$ cat src/rtl/sprite_motion_engine_if.sv
// Command channel into the sprite motion engine: one spawn/kill request per handshake.
interface sprite_motion_engine_if #(
    parameter int unsigned ID_W      = 2,
    parameter int unsigned X_WIDTH   = 11,
    parameter int unsigned Y_WIDTH   = 10,
    parameter int unsigned VEL_WIDTH = 4
) ();
    logic                 cmd_valid;
    logic                 cmd_ready;
    logic [ID_W-1:0]      cmd_id;
    logic                 cmd_kill;
    logic [X_WIDTH-1:0]   cmd_x;
    logic [Y_WIDTH-1:0]   cmd_y;
    logic [VEL_WIDTH-1:0] cmd_vx;
    logic [VEL_WIDTH-1:0] cmd_vy;

    modport master (
        output cmd_valid, cmd_id, cmd_kill, cmd_x, cmd_y, cmd_vx, cmd_vy,
        input  cmd_ready
    );

    modport slave (
        input  cmd_valid, cmd_id, cmd_kill, cmd_x, cmd_y, cmd_vx, cmd_vy,
        output cmd_ready
    );
endinterface

$ cat src/rtl/sprite_motion_engine.sv
// Per-frame sprite state engine: moves/bounces/animates N channels once per
// video frame and publishes the whole set atomically to the graphics stage.
module sprite_motion_engine #(
    parameter int unsigned NUM_SPRITES = 4,
    parameter int unsigned X_WIDTH     = 11,
    parameter int unsigned Y_WIDTH     = 10,
    parameter int unsigned VEL_WIDTH   = 4,
    parameter int unsigned SCREEN_W    = 1280,
    parameter int unsigned SCREEN_H    = 720,
    parameter int unsigned SPRITE_W    = 192,
    parameter int unsigned SPRITE_H    = 128,
    parameter int unsigned NUM_FRAMES  = 5,
    parameter int unsigned FRAME_DIV   = 6,
    localparam int unsigned ID_W = (NUM_SPRITES > 1) ? $clog2(NUM_SPRITES) : 1,
    localparam int unsigned FN_W = (NUM_FRAMES > 1) ? $clog2(NUM_FRAMES) : 1
) (
    input  logic                           clk_pixel,
    input  logic                           sys_rst_n,
    input  logic                           new_frame,
    sprite_motion_engine_if.slave          cmd,
    output logic [NUM_SPRITES-1:0]         sprite_valid,
    output logic [NUM_SPRITES*X_WIDTH-1:0] sprite_x,
    output logic [NUM_SPRITES*Y_WIDTH-1:0] sprite_y,
    output logic [NUM_SPRITES*FN_W-1:0]    sprite_frame_number,
    output logic                           busy,
    output logic                           overrun
);
    localparam int unsigned X_MAX = SCREEN_W - SPRITE_W;
    localparam int unsigned Y_MAX = SCREEN_H - SPRITE_H;
    localparam int unsigned DIV_W = (FRAME_DIV > 1) ? $clog2(FRAME_DIV) : 1;
    localparam int unsigned XS_W  = X_WIDTH + 2;
    localparam int unsigned YS_W  = Y_WIDTH + 2;
    localparam logic [VEL_WIDTH-1:0] VEL_MIN = VEL_WIDTH'(1) << (VEL_WIDTH - 1);
    localparam logic [VEL_WIDTH-1:0] VEL_SAT = VEL_MIN | VEL_WIDTH'(1);

    typedef enum logic [1:0] {S_IDLE, S_UPDATE, S_PUBLISH} state_t;

    state_t          state_q, state_d;
    logic [ID_W-1:0] idx_q, idx_d;

    logic [NUM_SPRITES-1:0]      w_valid;
    logic [X_WIDTH-1:0]          w_x     [NUM_SPRITES];
    logic [Y_WIDTH-1:0]          w_y     [NUM_SPRITES];
    logic signed [VEL_WIDTH-1:0] w_vx    [NUM_SPRITES];
    logic signed [VEL_WIDTH-1:0] w_vy    [NUM_SPRITES];
    logic [FN_W-1:0]             w_frame [NUM_SPRITES];
    logic [DIV_W-1:0]            w_div   [NUM_SPRITES];

    logic signed [XS_W-1:0]      sx;
    logic signed [YS_W-1:0]      sy;
    logic [X_WIDTH-1:0]          nx;
    logic [Y_WIDTH-1:0]          ny;
    logic signed [VEL_WIDTH-1:0] nvx, nvy;
    logic [FN_W-1:0]             nframe;
    logic [DIV_W-1:0]            ndiv;
    logic                        cmd_hit;

    // The most-negative velocity has no positive mirror, so clip it by one.
    function automatic logic [VEL_WIDTH-1:0] sat_vel(input logic [VEL_WIDTH-1:0] v);
        return (v == VEL_MIN) ? VEL_SAT : v;
    endfunction

    assign cmd.cmd_ready = (state_q == S_IDLE);
    assign busy          = (state_q != S_IDLE);
    assign cmd_hit       = (state_q == S_IDLE) && cmd.cmd_valid
                           && (32'(cmd.cmd_id) < NUM_SPRITES);

    // State and channel index register.
    always_ff @(posedge clk_pixel or negedge sys_rst_n) begin
        if (!sys_rst_n) begin
            state_q <= S_IDLE;
            idx_q   <= '0;
        end else begin
            state_q <= state_d;
            idx_q   <= idx_d;
        end
    end

    // Frame sequencing: IDLE -> one UPDATE cycle per channel -> PUBLISH.
    always_comb begin
        state_d = state_q;
        idx_d   = idx_q;
        case (state_q)
            S_IDLE: begin
                if (new_frame) begin
                    state_d = S_UPDATE;
                    idx_d   = '0;
                end
            end
            S_UPDATE: begin
                idx_d = idx_q + ID_W'(1);
                if (idx_q == ID_W'(NUM_SPRITES - 1)) begin
                    state_d = S_PUBLISH;
                    idx_d   = '0;
                end
            end
            S_PUBLISH: state_d = S_IDLE;
            default:   state_d = S_IDLE;
        endcase
    end

    // Next motion and animation values for the channel under update.
    always_comb begin
        sx     = signed'({2'b00, w_x[idx_q]}) + XS_W'(w_vx[idx_q]);
        sy     = signed'({2'b00, w_y[idx_q]}) + YS_W'(w_vy[idx_q]);
        nx     = X_WIDTH'(sx);
        ny     = Y_WIDTH'(sy);
        nvx    = w_vx[idx_q];
        nvy    = w_vy[idx_q];
        nframe = w_frame[idx_q];
        ndiv   = w_div[idx_q] + DIV_W'(1);
        if (sx < 0) begin
            nx  = '0;
            nvx = -w_vx[idx_q];
        end else if (sx > signed'(XS_W'(X_MAX))) begin
            nx  = X_WIDTH'(X_MAX);
            nvx = -w_vx[idx_q];
        end
        if (sy < 0) begin
            ny  = '0;
            nvy = -w_vy[idx_q];
        end else if (sy > signed'(YS_W'(Y_MAX))) begin
            ny  = Y_WIDTH'(Y_MAX);
            nvy = -w_vy[idx_q];
        end
        if (w_div[idx_q] == DIV_W'(FRAME_DIV - 1)) begin
            ndiv   = '0;
            nframe = (w_frame[idx_q] == FN_W'(NUM_FRAMES - 1)) ? '0
                                                               : w_frame[idx_q] + FN_W'(1);
        end
    end

    // Working register set: command writes in IDLE, per-channel steps in UPDATE.
    always_ff @(posedge clk_pixel or negedge sys_rst_n) begin
        if (!sys_rst_n) begin
            w_valid <= '0;
            for (int i = 0; i < int'(NUM_SPRITES); i++) begin
                w_x[i]     <= '0;
                w_y[i]     <= '0;
                w_vx[i]    <= '0;
                w_vy[i]    <= '0;
                w_frame[i] <= '0;
                w_div[i]   <= '0;
            end
        end else begin
            if (cmd_hit) begin
                if (cmd.cmd_kill) begin
                    w_valid[cmd.cmd_id] <= 1'b0;
                end else begin
                    w_valid[cmd.cmd_id] <= 1'b1;
                    w_x[cmd.cmd_id]     <= (cmd.cmd_x > X_WIDTH'(X_MAX)) ? X_WIDTH'(X_MAX) : cmd.cmd_x;
                    w_y[cmd.cmd_id]     <= (cmd.cmd_y > Y_WIDTH'(Y_MAX)) ? Y_WIDTH'(Y_MAX) : cmd.cmd_y;
                    w_vx[cmd.cmd_id]    <= sat_vel(cmd.cmd_vx);
                    w_vy[cmd.cmd_id]    <= sat_vel(cmd.cmd_vy);
                    w_frame[cmd.cmd_id] <= '0;
                    w_div[cmd.cmd_id]   <= '0;
                end
            end
            if ((state_q == S_UPDATE) && w_valid[idx_q]) begin
                w_x[idx_q]     <= nx;
                w_y[idx_q]     <= ny;
                w_vx[idx_q]    <= nvx;
                w_vy[idx_q]    <= nvy;
                w_frame[idx_q] <= nframe;
                w_div[idx_q]   <= ndiv;
            end
        end
    end

    // Published set: copied from the working set in a single PUBLISH edge.
    always_ff @(posedge clk_pixel or negedge sys_rst_n) begin
        if (!sys_rst_n) begin
            sprite_valid        <= '0;
            sprite_x            <= '0;
            sprite_y            <= '0;
            sprite_frame_number <= '0;
        end else if (state_q == S_PUBLISH) begin
            sprite_valid <= w_valid;
            for (int i = 0; i < int'(NUM_SPRITES); i++) begin
                sprite_x[i*X_WIDTH +: X_WIDTH]         <= w_x[i];
                sprite_y[i*Y_WIDTH +: Y_WIDTH]         <= w_y[i];
                sprite_frame_number[i*FN_W +: FN_W]    <= w_frame[i];
            end
        end
    end

    // Sticky flag for a frame pulse that arrived before the previous pass finished.
    always_ff @(posedge clk_pixel or negedge sys_rst_n) begin
        if (!sys_rst_n) begin
            overrun <= 1'b0;
        end else if (new_frame && (state_q != S_IDLE)) begin
            overrun <= 1'b1;
        end
    end
endmodule

$ cat src/flat_wrapper.sv
// flat-port wrapper written by rule: the top's interface ports become plain ports
module sprite_motion_engine_flat 
#(
    parameter int unsigned NUM_SPRITES = 4,
    parameter int unsigned X_WIDTH     = 11,
    parameter int unsigned Y_WIDTH     = 10,
    parameter int unsigned VEL_WIDTH   = 4,
    parameter int unsigned SCREEN_W    = 1280,
    parameter int unsigned SCREEN_H    = 720,
    parameter int unsigned SPRITE_W    = 192,
    parameter int unsigned SPRITE_H    = 128,
    parameter int unsigned NUM_FRAMES  = 5,
    parameter int unsigned FRAME_DIV   = 6,
    localparam int unsigned ID_W = (NUM_SPRITES > 1) ? $clog2(NUM_SPRITES) : 1,
    localparam int unsigned FN_W = (NUM_FRAMES > 1) ? $clog2(NUM_FRAMES) : 1
)
  (clk_pixel, sys_rst_n, new_frame, sprite_valid, sprite_x, sprite_y, sprite_frame_number, busy, overrun, cmd_cmd_valid, cmd_cmd_id, cmd_cmd_kill, cmd_cmd_x, cmd_cmd_y, cmd_cmd_vx, cmd_cmd_vy, cmd_cmd_ready);
  sprite_motion_engine_if #(.ID_W(2), .X_WIDTH(X_WIDTH), .Y_WIDTH(Y_WIDTH), .VEL_WIDTH(VEL_WIDTH)) cmd_i ();
  input  logic clk_pixel;
  input  logic sys_rst_n;
  input  logic new_frame;
  output logic [NUM_SPRITES-1:0] sprite_valid;
  output logic [NUM_SPRITES*X_WIDTH-1:0] sprite_x;
  output logic [NUM_SPRITES*Y_WIDTH-1:0] sprite_y;
  output logic [NUM_SPRITES*FN_W-1:0] sprite_frame_number;
  output logic busy;
  output logic overrun;
  input wire logic [$bits(cmd_i.cmd_valid)-1:0] cmd_cmd_valid;
  input wire logic [$bits(cmd_i.cmd_id)-1:0] cmd_cmd_id;
  input wire logic [$bits(cmd_i.cmd_kill)-1:0] cmd_cmd_kill;
  input wire logic [$bits(cmd_i.cmd_x)-1:0] cmd_cmd_x;
  input wire logic [$bits(cmd_i.cmd_y)-1:0] cmd_cmd_y;
  input wire logic [$bits(cmd_i.cmd_vx)-1:0] cmd_cmd_vx;
  input wire logic [$bits(cmd_i.cmd_vy)-1:0] cmd_cmd_vy;
  output wire logic [$bits(cmd_i.cmd_ready)-1:0] cmd_cmd_ready;
  assign cmd_i.cmd_valid = cmd_cmd_valid;
  assign cmd_i.cmd_id = cmd_cmd_id;
  assign cmd_i.cmd_kill = cmd_cmd_kill;
  assign cmd_i.cmd_x = cmd_cmd_x;
  assign cmd_i.cmd_y = cmd_cmd_y;
  assign cmd_i.cmd_vx = cmd_cmd_vx;
  assign cmd_i.cmd_vy = cmd_cmd_vy;
  assign cmd_cmd_ready = cmd_i.cmd_ready;
  sprite_motion_engine #(.NUM_SPRITES(NUM_SPRITES), .X_WIDTH(X_WIDTH), .Y_WIDTH(Y_WIDTH), .VEL_WIDTH(VEL_WIDTH), .SCREEN_W(SCREEN_W), .SCREEN_H(SCREEN_H), .SPRITE_W(SPRITE_W), .SPRITE_H(SPRITE_H), .NUM_FRAMES(NUM_FRAMES), .FRAME_DIV(FRAME_DIV)) u_core (.clk_pixel(clk_pixel), .sys_rst_n(sys_rst_n), .new_frame(new_frame), .cmd(cmd_i), .sprite_valid(sprite_valid), .sprite_x(sprite_x), .sprite_y(sprite_y), .sprite_frame_number(sprite_frame_number), .busy(busy), .overrun(overrun));
endmodule
$ cat config.mk
export PLATFORM = sky130hd
export DESIGN_NAME = sprite_motion_engine_flat
export DESIGN_NICKNAME = d
export VERILOG_FILES = /design/src/rtl/sprite_motion_engine_if.sv /design/src/rtl/sprite_motion_engine.sv /design/src/flat_wrapper.sv
export SDC_FILE = /design/constraint.sdc
export NUM_CORES = 1
export LEC_CHECK = 0
export CELL_PAD_IN_SITES_DETAIL_PLACEMENT = 1
export CELL_PAD_IN_SITES_GLOBAL_PLACEMENT = 1
export CORE_MARGIN = 5
export CORE_UTILIZATION = 51
export DETAILED_ROUTE_END_ITERATION = 8
export DONT_BUFFER_PORTS = 1
export GPL_TIMING_DRIVEN = 0
export PLACE_DENSITY_LB_ADDON = 0.08
export REMOVE_ABC_BUFFERS = 1
export SYNTH_ARGS = -nofsm -noshare
export SYNTH_HDL_FRONTEND = slang
export SYNTH_SLANG_ARGS = --single-unit
$ cat constraint.sdc
create_clock -name clk_pixel -period 5.5 [get_ports clk_pixel]
set_input_delay 1.1 -clock clk_pixel [delete_from_list [all_inputs] [get_ports clk_pixel]]
set_output_delay 1.1 -clock clk_pixel [all_outputs]
set_load 0.02 [all_outputs]
Word level (Yosys, flattened, before mapping)
Index checks and enable logic that the tools add are counted.
- bitwise logic cells: 8
- magnitude comparators: 13
- eq/ne operators: 9
- add/sub/neg operators: 7
- reduce and logical (&&, ||, !) cells: 11
- muxes and demuxes: 88
- operator list (kind ; number):
    two-way mux 44 bit ; 3
    two-way mux 40 bit ; 3
    two-way mux 16 bit ; 6
    bitwise mux 44 bit ; 2
    bitwise mux 40 bit ; 2
    two-way mux 11 bit ; 7
    two-way mux 12 bit ; 6
    two-way mux 10 bit ; 7
    bitwise mux 16 bit ; 4
    two-way mux 4 bit ; 13
    demux 11 bit (select 2 bit) ; 2
    demux 10 bit (select 2 bit) ; 2
    two-way mux 3 bit ; 9
    AND 12 bit ; 2
    bitwise mux 12 bit ; 2
    binary-select mux 11 bit (select 2 bit) ; 1
    binary-select mux 10 bit (select 2 bit) ; 1
    binary-select mux 4 bit (select 2 bit) ; 2
    demux 4 bit (select 2 bit) ; 2
    adder 12 x 4 -> 13 bit ; 1
    > comparator 13 x 12 -> 1 bit, second input constant ; 1
    < comparator 13 x 1 -> 1 bit, second input constant ; 1
    adder 11 x 4 -> 12 bit ; 1
    binary-select mux 3 bit (select 2 bit) ; 2
    other kinds (32) ; 54
- output and inout bits: 103
- logic and storage cells: 168
- bits in registers: 249
- bits of input ports: 36

Longest topological paths before layout
Gate-level depths: netlist of run 1.
- word-level depth: 11
- mapped depth: 16
- gate-level depth less buffers: 14

Least setup slack after synthesis of run 1
No wires, ideal clock.
- path kind: register -> register
- start: register u_core.idx_q[0]
- end: register u_core.w_y[33] (netlist bit)
- stages on the path, launching flop included: 14
- data required time: 5.423 ns
- buffers on the path: 3
- path slack: 0.953 ns
- period minus slack after synthesis: 4.547 ns
- library setup time: 0.077 ns
- data arrival time: 4.470 ns
- cell sequence: dfrtp_1 -> buf_2 -> buf_2 -> buf_1 -> mux4_2 -> fa_1 -> a211oi_2 -> o21bai_1 -> a21oi_2 -> a31oi_1 -> or3_4 -> a2bb2oi_4 -> or3b_4 -> a21oi_1
- longest elaborated chain between the ends: 10
- elaborated cells on any way between the ends: 22
- classes of those cells: add/sub (1); order compare (4); mux (14); bitwise (1); reduce/logical (2)
- ends and longest elaborated chain (element ; line ; source):
    start: declaration ; sprite_motion_engine.sv:39 ; logic [ID_W-1:0] idx_q, idx_d;
    start signal: assignment ; sprite_motion_engine.sv:75 ; idx_q <= idx_d;
    NOT 2 -> 3 bit (implied by the code) ; sprite_motion_engine.sv:105, sprite_motion_engine.sv:161 ;
    binary-select mux 10 bit (select 2 bit) / binary-select mux 4 bit (select 2 bit) (equally long branches) ; sprite_motion_engine.sv:105 ; sy = signed'({2'b00, w_y[idx_q]}) + YS_W'(w_vy[idx_q]);
    two-way mux 10 bit (implied by the code) / two-way mux 4 bit (equally long branches) (2 in a row) ; sprite_motion_engine.sv:105 ;
    adder 11 x 4 -> 12 bit ; sprite_motion_engine.sv:105 ;
    > comparator 12 x 11 -> 1 bit ; sprite_motion_engine.sv:122 ; end else if (sy > signed'(YS_W'(Y_MAX))) begin
    two-way mux 10 bit ; sprite_motion_engine.sv:122 ;
    two-way mux 10 bit ; sprite_motion_engine.sv:119 ; if (sy < 0) begin
    bitwise mux 40 bit ; sprite_motion_engine.sv:161 ; w_y[idx_q] <= ny;
    two-way mux 40 bit (*) ; sprite_motion_engine.sv:159 ; if ((state_q == S_UPDATE) && w_valid[idx_q]) begin
    end signal: indexed assignment ; sprite_motion_engine.sv:152 ; w_y[cmd.cmd_id] <= (cmd.cmd_y > Y_WIDTH'(Y_MAX)) ? Y_WIDTH'(Y_MAX) : cmd.cmd_y;
    end signal: indexed assignment ; sprite_motion_engine.sv:161 ;
    end: declaration ; sprite_motion_engine.sv:43 ; logic [Y_WIDTH-1:0] w_y [NUM_SPRITES];
Mark *: on every way between the ends. The rest lies on a longest branch, timed or not. The select of a mux whose other input is x is not followed.
A chain may end at the register's enable or synchronous reset.

Worst setup path in the final report of run 1
- start: register u_core.idx_q[1]
- end: register u_core.w_vx[9] (netlist bit)
- longest elaborated chain between the ends: 10
- elaborated cells on any way between the ends: 23
- classes of those cells: add/sub (2); order compare (4); mux (14); bitwise (1); reduce/logical (2)
- ends and longest elaborated chain (element ; line ; source):
    NOT 2 -> 3 bit (implied by the code) ; n/a ;
    binary-select mux 11 bit (select 2 bit) / binary-select mux 4 bit (select 2 bit) (equally long branches) ; sprite_motion_engine.sv:104, sprite_motion_engine.sv:108, sprite_motion_engine.sv:114 ;
    two-way mux 11 bit (implied by the code) / two-way mux 4 bit (equally long branches) (2 in a row) ; sprite_motion_engine.sv:104, sprite_motion_engine.sv:108, sprite_motion_engine.sv:114 ;
    adder 12 x 4 -> 13 bit ; sprite_motion_engine.sv:104 ; sx = signed'({2'b00, w_x[idx_q]}) + XS_W'(w_vx[idx_q]);
    > comparator 13 x 12 -> 1 bit ; sprite_motion_engine.sv:115 ; end else if (sx > signed'(XS_W'(X_MAX))) begin
    two-way mux 4 bit ; sprite_motion_engine.sv:115 ;
    two-way mux 4 bit ; sprite_motion_engine.sv:112 ; if (sx < 0) begin
    bitwise mux 16 bit ; sprite_motion_engine.sv:162 ; w_vx[idx_q] <= nvx;
    two-way mux 16 bit (*) ; sprite_motion_engine.sv:159 ;
    end signal: indexed assignment ; sprite_motion_engine.sv:153 ; w_vx[cmd.cmd_id] <= sat_vel(cmd.cmd_vx);
    end signal: indexed assignment ; sprite_motion_engine.sv:162 ;
    end: declaration ; sprite_motion_engine.sv:44 ; logic signed [VEL_WIDTH-1:0] w_vx [NUM_SPRITES];
Marked as above.

==> results of run 1 <==
## kinds of logic (layout without fill, tap and decap cells)
family | Yosys count | in the layout | share of synthesized area [%]
AOI/OAI and AO/OA | 322 | 322 | 16.2
and+or+nand+nor | 322 | 322 | 11.4
DFF | 249 | 249 | 48.4
muxes | 158 | 158 | 16.7
buffers and inverters | 98 | 80 | 2.92
adders and majority gates | 33 | 33 | 3.32
xor gates and xnor gates | 17 | 17 | 1.16
## metal layers
metal	global-route usage, %	up-vias	part of all wire (%)
met4	5.54	0	1.9
li1	-	4310	-
met2	41.6	214	49
met5	0	-	0
met1	35.9	5024	45
met3	3.69	38	4.7
## path summary, 6_finish.rpt
path / slack [ns] / cells past startpoint / endpoint / startpoint
hold / removal: 0.27 / 0 / u_core.sprite_y[37] / sys_rst_n
min in group clk_pixel: 0.50 / 2 / u_core.w_div[9] / u_core.w_div[9]
hold reg to reg: 0.50 / 2 / u_core.w_div[9] / u_core.w_div[9]
setup reg to reg: 0.53 / 14 / u_core.w_vx[9] / u_core.idx_q[1]
setup / recovery: 0.53 / 14 / u_core.w_vx[9] / u_core.idx_q[1]
max in group asynchronous: 4.88 / 0 / u_core.w_div[1] / sys_rst_n
## cell type report
cell class                 count  share of cell area (%)
tap                          330                    2.90
sequential                   249                    43.9
inverter                      22                   0.581
timing repair buffer           9                    1.29
clock inverter                13                    1.73
clock buffer                  36                    5.27
multi-input combinational    852                    44.4
## sequential cells by signal (all words and copies together), names as in the netlist, 4 cells and up, named ones only
name,count
u_core.w_frame,12
u_core.sprite_y,40
u_core.sprite_x,44
u_core.w_vy,16
u_core.sprite_valid,4
u_core.w_vx,16
u_core.w_y,40
u_core.sprite_frame_number,12
u_core.w_div,12
u_core.w_x,44
## placed cells by master (no fill, tap or decap), types with 4 or more instances in the layout
master,count
a211oi_1,63
a211oi_2,5
a21boi_0,4
a21o_1,9
a21oi_1,85
a31oi_1,10
and2_2,4
and3_1,19
bufinv_16,7
clkbuf_1,5
clkbuf_16,27
clkbuf_8,4
clkinv_2,4
dfrtp_1,247
ha_1,31
inv_1,22
mux2_2,115
mux2i_1,9
mux4_2,34
nand2_1,123
nand2b_1,16
nand3_1,32
nand3b_1,4
nor2_1,88
nor3_1,5
o211ai_1,18
o21a_1,9
o21ai_0,81
o21ai_1,5
or3_1,5
xnor2_1,11
xor2_1,6
## metrics by stage
| stage | instances | hold slack, ns | setup WS, ns | util, % |
|---|---|---|---|---|
| after floorplan | 1123 | 0.447 | 0.541 | - |
| after global placement | 1453 | 0.474 | -1.18 | 51.9 |
| after detailed placement | 1461 | 0.491 | 0.0485 | 52.7 |
| after CTS | 1510 | 0.254 | 0.0292 | 56.6 |
| after global routing | 1511 | 0.255 | 0.175 | 56.8 |
| final | 1511 | 0.274 | 0.533 | 56.8 |
## worst max-delay path, cell delays in order, from the launching register on
cell and delay (ns):
dfrtp_2 0.66, buf_12 0.30, mux2_2 0.38, o21ai_2 0.29, inv_1 0.16, ha_1 0.27, fa_1 0.43, a21o_1 0.22
a22o_1 0.23, o311a_1 0.31, a211oi_2 0.30, xor2_1 0.29, and3_2 0.39, mux2i_1 0.42, a21oi_1 0.13
==> summary.txt, run 1 <==
Floorplanning
  • Initial Util: between 50% and 60%
  • # IOs: 139
  • Rows: 58
  • Die area: 0.0285 sq mm
  • Die Width: 169 um
  • Core area: about 0.025 sq mm
  • Die Ht: between 150 and 200 um

Setup path
  • Element type at the critical path end: flop
  • CP Launch Type: flop
  • Required time worst endpoint: around 6 ns
  • Arrival @ worst endpoint: about 5.3 ns
  • Worst setup path class: flop to flop
  • Critical path peak fanout: 28

Global route
  • GR Util All Layers: between 20% and 30%
  • Largest net degree at the start of global routing: 250
  • Number of antenna violations at the first check in global routing: 0
  • Vias in the first global route: between 10k and 15k
  • First-pass GRT wire length: 58,200 um
  • Remaining global-route overflow: 0

Synth
  • Yosys reg bits: between 200 and 250
  • Sequential fraction of the synthesis area: between 40% and 50%
  • Synth top area share: just under 50%
  • Async set-reset flop share out of synthesis: between 90% and 100%
  • Post-synth top cells: dfrtp_1 (249), nand2_1 (127), mux2_2 (115)
  • Syn Area/Cell: about 11 sq um
  • Area leader, netlist: dfrtp_1
  • Synth Instances: ~1.2k
  • Synthesized area: ~0.013 sq mm
  • Yosys cell types: 65
  • Synth warn: 0
  • Top_reg_cell synth: dfrtp_1
  • Top post-synthesis cells by area: dfrtp_1 (48%), mux2_2 (10%), mux4_2 (5.9%)
  • Most frequent cell after synthesis: dfrtp_1
  • EDFF count, synth: 0

Layout
  • Final instance area: between 0.01 and 0.015 sq mm
  • Register area: just over 0.006 sq mm
  • Share of layout cells above drive strength 1: between 10% and 20%
  • Area grow syn2layout: 10.4%
  • N_diodes: 0
  • Area of the multi-input gates: 0.00631 sq mm
  • Final net count: 1,230
  • Fill count: ~2.6k

Clock network
  • Clock root cell: clkbuf_16
  • # hold bufs at CTS: 0
  • CTS tree: done
  • Setup Buffers After CTS: 0
  • Clock Pin Slew Worst Setup and Hold Paths: roughly 0.060 ns
  • Worst skew pair latency: between 0.5 and 0.6 ns
  • Clock Tree Buf Depth: 3
  • Max H-tree Level: 1
  • Resized Gates After CTS: 0
  • Number of buffers created by CTS: 27
  • # clock sinks: around 250

Timing
  • Slew margin rel.: 11.4%
  • Setup tns final: 0 ns
  • Final Skew: just over 0.008 ns
  • Fmax: between 200 and 250 MHz
  • Actual slew at the worst max-slew pin: ~1.3 ns
  • Max Slew Vio Count: 0
  • Final hold vios: 0
  • Fin crit share: 90.3%
  • Unrepaired setup endpoints after global routing: false
  • Crit path time final: 4.97 ns
  • # setup viols final: 0

Detailed routing
  • Final WL: between 30,000 and 40,000 um
  • Final antenna-violating net count: 0
  • Via count: 9,586
  • DRC Markers: 0
  • Initial DRC count: approximately 630
  • Drt via density: 6.34
  • Routed length per placed instance: around 24 um
  • Detailed Routing Iterations Pass 1: 5

Placement
  • HPWL Detailed: approximately 23,000 um
  • PortBufs: 0
  • Placer Congestion: around 0.8
  • Placed cell area: between 0.01 and 0.015 sq mm

Hold path
  • Hold/Removal Path Class: input pin to async pin

Flow run
  • Max-cap violation count: 0

Status
  • Outcome: finished, final reports clean
Power of run 1 is left out: the tool's default activity adds up to more than one toggle a clock period on the data nets, which glitch-free logic cannot reach.
==> inputs of run 2 (changes only) <==
--- a/config.mk
+++ b/config.mk
@@ -7,6 +7,7 @@
 export LEC_CHECK = 0
 export CELL_PAD_IN_SITES_DETAIL_PLACEMENT = 1
 export CELL_PAD_IN_SITES_GLOBAL_PLACEMENT = 1
+export CORE_ASPECT_RATIO = 1.5
 export CORE_MARGIN = 5
 export CORE_UTILIZATION = 51
 export DETAILED_ROUTE_END_ITERATION = 8
==> run 2 against run 1 <==
  * Largest cell class unchanged
  * Register-to-register slack got worse by 0.24 ns
  * Final cell count fell by 0.40%
  * Sequential share of layout area grew 0.43 points
  * Routed wire length increased by 0.98%
  * Critical path depth is the same
  * Clock-buffer cell count increased by 1
  * Flip-flop and latch count stayed put
  * Clock skew increased by 0.0086 ns
  * Worst hold slack got worse by 0.021 ns
  * Critical endpoint is now u_core.w_vx[5]
==> summary.txt, run 2 (same netlist as run 1, synthesis figures left out) <==
Floorplanning
  • Core area: 0.0250 sq mm (-0.29%)
  • Rows: 71 (+22%)
  • Initial Util: 51.6% (+0.15 points)
  • Die Width: 140 um (-17%)
  • Die area: 0.0286 sq mm (+0.23%)
  • # IOs: 139 (unchanged)
  • Die Ht: 205 um (+21%)

Global route
  • Vias in the first global route: 10.4k (+2.3%)
  • GR Layer Usage met2: 47.0% (+5.4 points)
  • GR peak layer: met2
  • Number of antenna violations at the first check in global routing: 0 (unchanged)
  • Met3 usage: 4.23% (+0.54 points)
  • First-pass GRT wire length: 58,700 um (+1.0%)
  • Remaining global-route overflow: 0 (unchanged)
  • GR Util All Layers: 25.7% (+0.41 points)
  • Met1 Use GR: 30.6% (-5.4 points)
  • Largest net degree at the start of global routing: 250 (unchanged)

Clock network
  • CTS tree: done
  • Clock root cell: clkbuf_16
  • Clock Pin Slew Worst Setup and Hold Paths: 0.06 ns (about the same)
  • Setup Buffers After CTS: 0 (unchanged)
  • # hold bufs at CTS: 0 (unchanged)
  • Number of buffers created by CTS: 26 (-3.7%)
  • Clock Tree Buf Depth: 3 (unchanged)
  • Worst skew pair latency: 0.54 ns (about the same)
  • Max H-tree Level: 1 (unchanged)
  • # clock sinks: 249 (unchanged)

Timing
  • Slew margin rel.: 14.4% (+3.0 points)
  • Max Slew Vio Count: 0 (unchanged)
  • Fin crit share: 94.7% (+4.4 points)
  • Fmax: 192 MHz (-4.6%)
  • Final Skew: 0.0167 ns (+0.00857 ns)
  • Actual slew at the worst max-slew pin: 1.28 ns (-0.0449 ns)
  • Unrepaired setup endpoints after global routing: false
  • Final hold vios: 0 (unchanged)
  • Crit path time final: 5.21 ns (+0.239 ns)
  • # setup viols final: 0 (unchanged)

Setup path
  • RR Endpoint: u_core.w_vx[5]
  • Element type at the critical path end: flop
  • Crit-path cells: buf_12 -> mux2_2 -> o21ai_1 -> inv_1 -> ha_1 -> fa_1 -> a21o_1 -> a22o_1 -> o311a_1 -> a211oi_2 -> xor2_1 -> and3_1 -> mux2i_1 -> a21oi_1
  • Register-to-Register Path Depth: 14 (unchanged)
  • CP delay by family, top: compound AO/OA/AOI/OAI gates
  • Worst path depth: 14 (unchanged)
  • CP Launch Type: flop
  • R2R Setup Slk: 0.29 ns (-0.24 ns)
  • Max stage delay on crit path: 0.66 ns (about the same)
  • Required time worst endpoint: 5.87 ns (about the same)
  • Critical path peak fanout: 23 (-18%)
  • Worst setup path class: flop to flop
  • Crit path buffers/inverters: 2 (unchanged)
  • Arrival @ worst endpoint: 5.58 ns (+0.25 ns)
  • FF-to-FF Start: u_core.idx_q[1]
  • Slowest CP cell: dfrtp_4

Layout
  • N_diodes: 0 (unchanged)
  • Commonest non-fill, non-tap cells in the layout: dfrtp_1 (247), nand2_1 (124), mux2_2 (115)
  • Share of layout cells above drive strength 1: 19.1% (-0.53 points)
  • Fill count: 2,597 (-0.35%)
  • Commonest non-fill, non-tap cell in the layout: dfrtp_1
  • Area grow syn2layout: 9.33%
  • Biggest regs: u_core.sprite_x (44), u_core.w_x (44)
  • Final instance area: 0.0141 sq mm (-0.94%)
  • Final net count: 1,230 (unchanged)

Placement
  • Placed cell area: 0.0132 sq mm (+0.34%)
  • Placer Congestion: 0.834 (+4.7%)
  • PortBufs: 0 (unchanged)
  • HPWL Detailed: 23,700 um (+3.4%)

Detailed routing
  • DRC Markers: 0 (unchanged)
  • Drt via density: 6.33 (-0.24%)
  • Initial DRC count: 475 (-24%)
  • Detailed Routing Iterations Pass 1: 5 (unchanged)
  • Final antenna-violating net count: 0 (unchanged)
  • Routed length per placed instance: 24.3 um (+1.4%)
  • Final WL: 36,500 um (+0.98%)
  • Via count: 9,525 (-0.64%)

Status
  • Outcome: finished, final reports clean

Flow run
  • Max-cap violation count: 0 (unchanged)

Hold path
  • Hold/Removal Path Class: input pin to async pin
-- run 2: final cells by class --
class	count	area (sq um)	area share, %
timing repair buffer	10	204	1.45
inverter	22	82.6	0.586
sequential	249	6240	44.3
clock buffer	37	763	5.42
clock inverter	7	85.1	0.604
multi-input combinational	852	6300	44.7
tap	328	410	2.91
-- run 2: layer usage --
layer | vias to the layer above | routed length (um)
met5 | - | 0
met4 | 0 | 1130
met3 | 66 | 2060
met2 | 234 | 19400
met1 | 4938 | 13900
li1 | 4287 | -
-- run 2: timing repair --
action                                  in CTS  in global routing
endpoints found under the setup margin       2                  3
resized for setup                            1                  1
gates cloned                                 0                  0
hold endpoints to repair                     0                  0
-- run 2: how the worst max path moves through the flow --
stage / slack (ns) / endpoint / startpoint
floorplan: 0.54 / u_core.w_vx[5] / u_core.idx_q[0]
global placement: -1.20 / u_core.w_vx[9] / u_core.idx_q[0]
detailed placement: -0.01 / u_core.w_vx[5] / u_core.idx_q[1]
CTS: 0.20 / u_core.w_vx[5] / u_core.idx_q[1]
global route: 0.12 / u_core.w_vx[5] / u_core.idx_q[1]
finish: 0.29 / u_core.w_vx[5] / u_core.idx_q[1]
-- run 2: worst register-to-register path, cell delays in order, from the launching register on --
cell,delay [ns]
dfrtp_4,0.66
buf_12,0.27
mux2_2,0.38
o21ai_1,0.37
inv_1,0.18
ha_1,0.28
fa_1,0.44
a21o_1,0.23
a22o_1,0.25
o311a_1,0.31
a211oi_2,0.30
xor2_1,0.30
and3_1,0.52
mux2i_1,0.44
a21oi_1,0.12
-- run 2: metrics by stage --
stage / util, % / hold slack, ns / std cells / setup TNS [ns] / worst slack (ns)
6_report: 56.4 / 0.253 / 1505 / 0 / 0.294
5_1_grt: 56.4 / 0.229 / 1505 / 0 / 0.117
4_1_cts: 56.4 / 0.237 / 1505 / 0 / 0.198
3_5_place_dp: 53.0 / 0.490 / 1461 / -0.0137 / -0.0111
3_3_place_gp: 52.1 / 0.472 / 1451 / -70.79 / -1.20
2_1_floorplan: - / 0.447 / 1123 / 0 / 0.541
Power of run 2 is left out for the same reason.
==> inputs of run 3 (changes only) <==
--- a/config.mk
+++ b/config.mk
@@ -18,3 +18,4 @@
 export SYNTH_ARGS = -nofsm -noshare
 export SYNTH_HDL_FRONTEND = slang
 export SYNTH_SLANG_ARGS = --single-unit
+export TNS_END_PERCENT = 1
==> results of run 3 <==
No change in the layout: final DEF, timing and power equal those of run 2.
Power of run 3 is left out for the same reason.
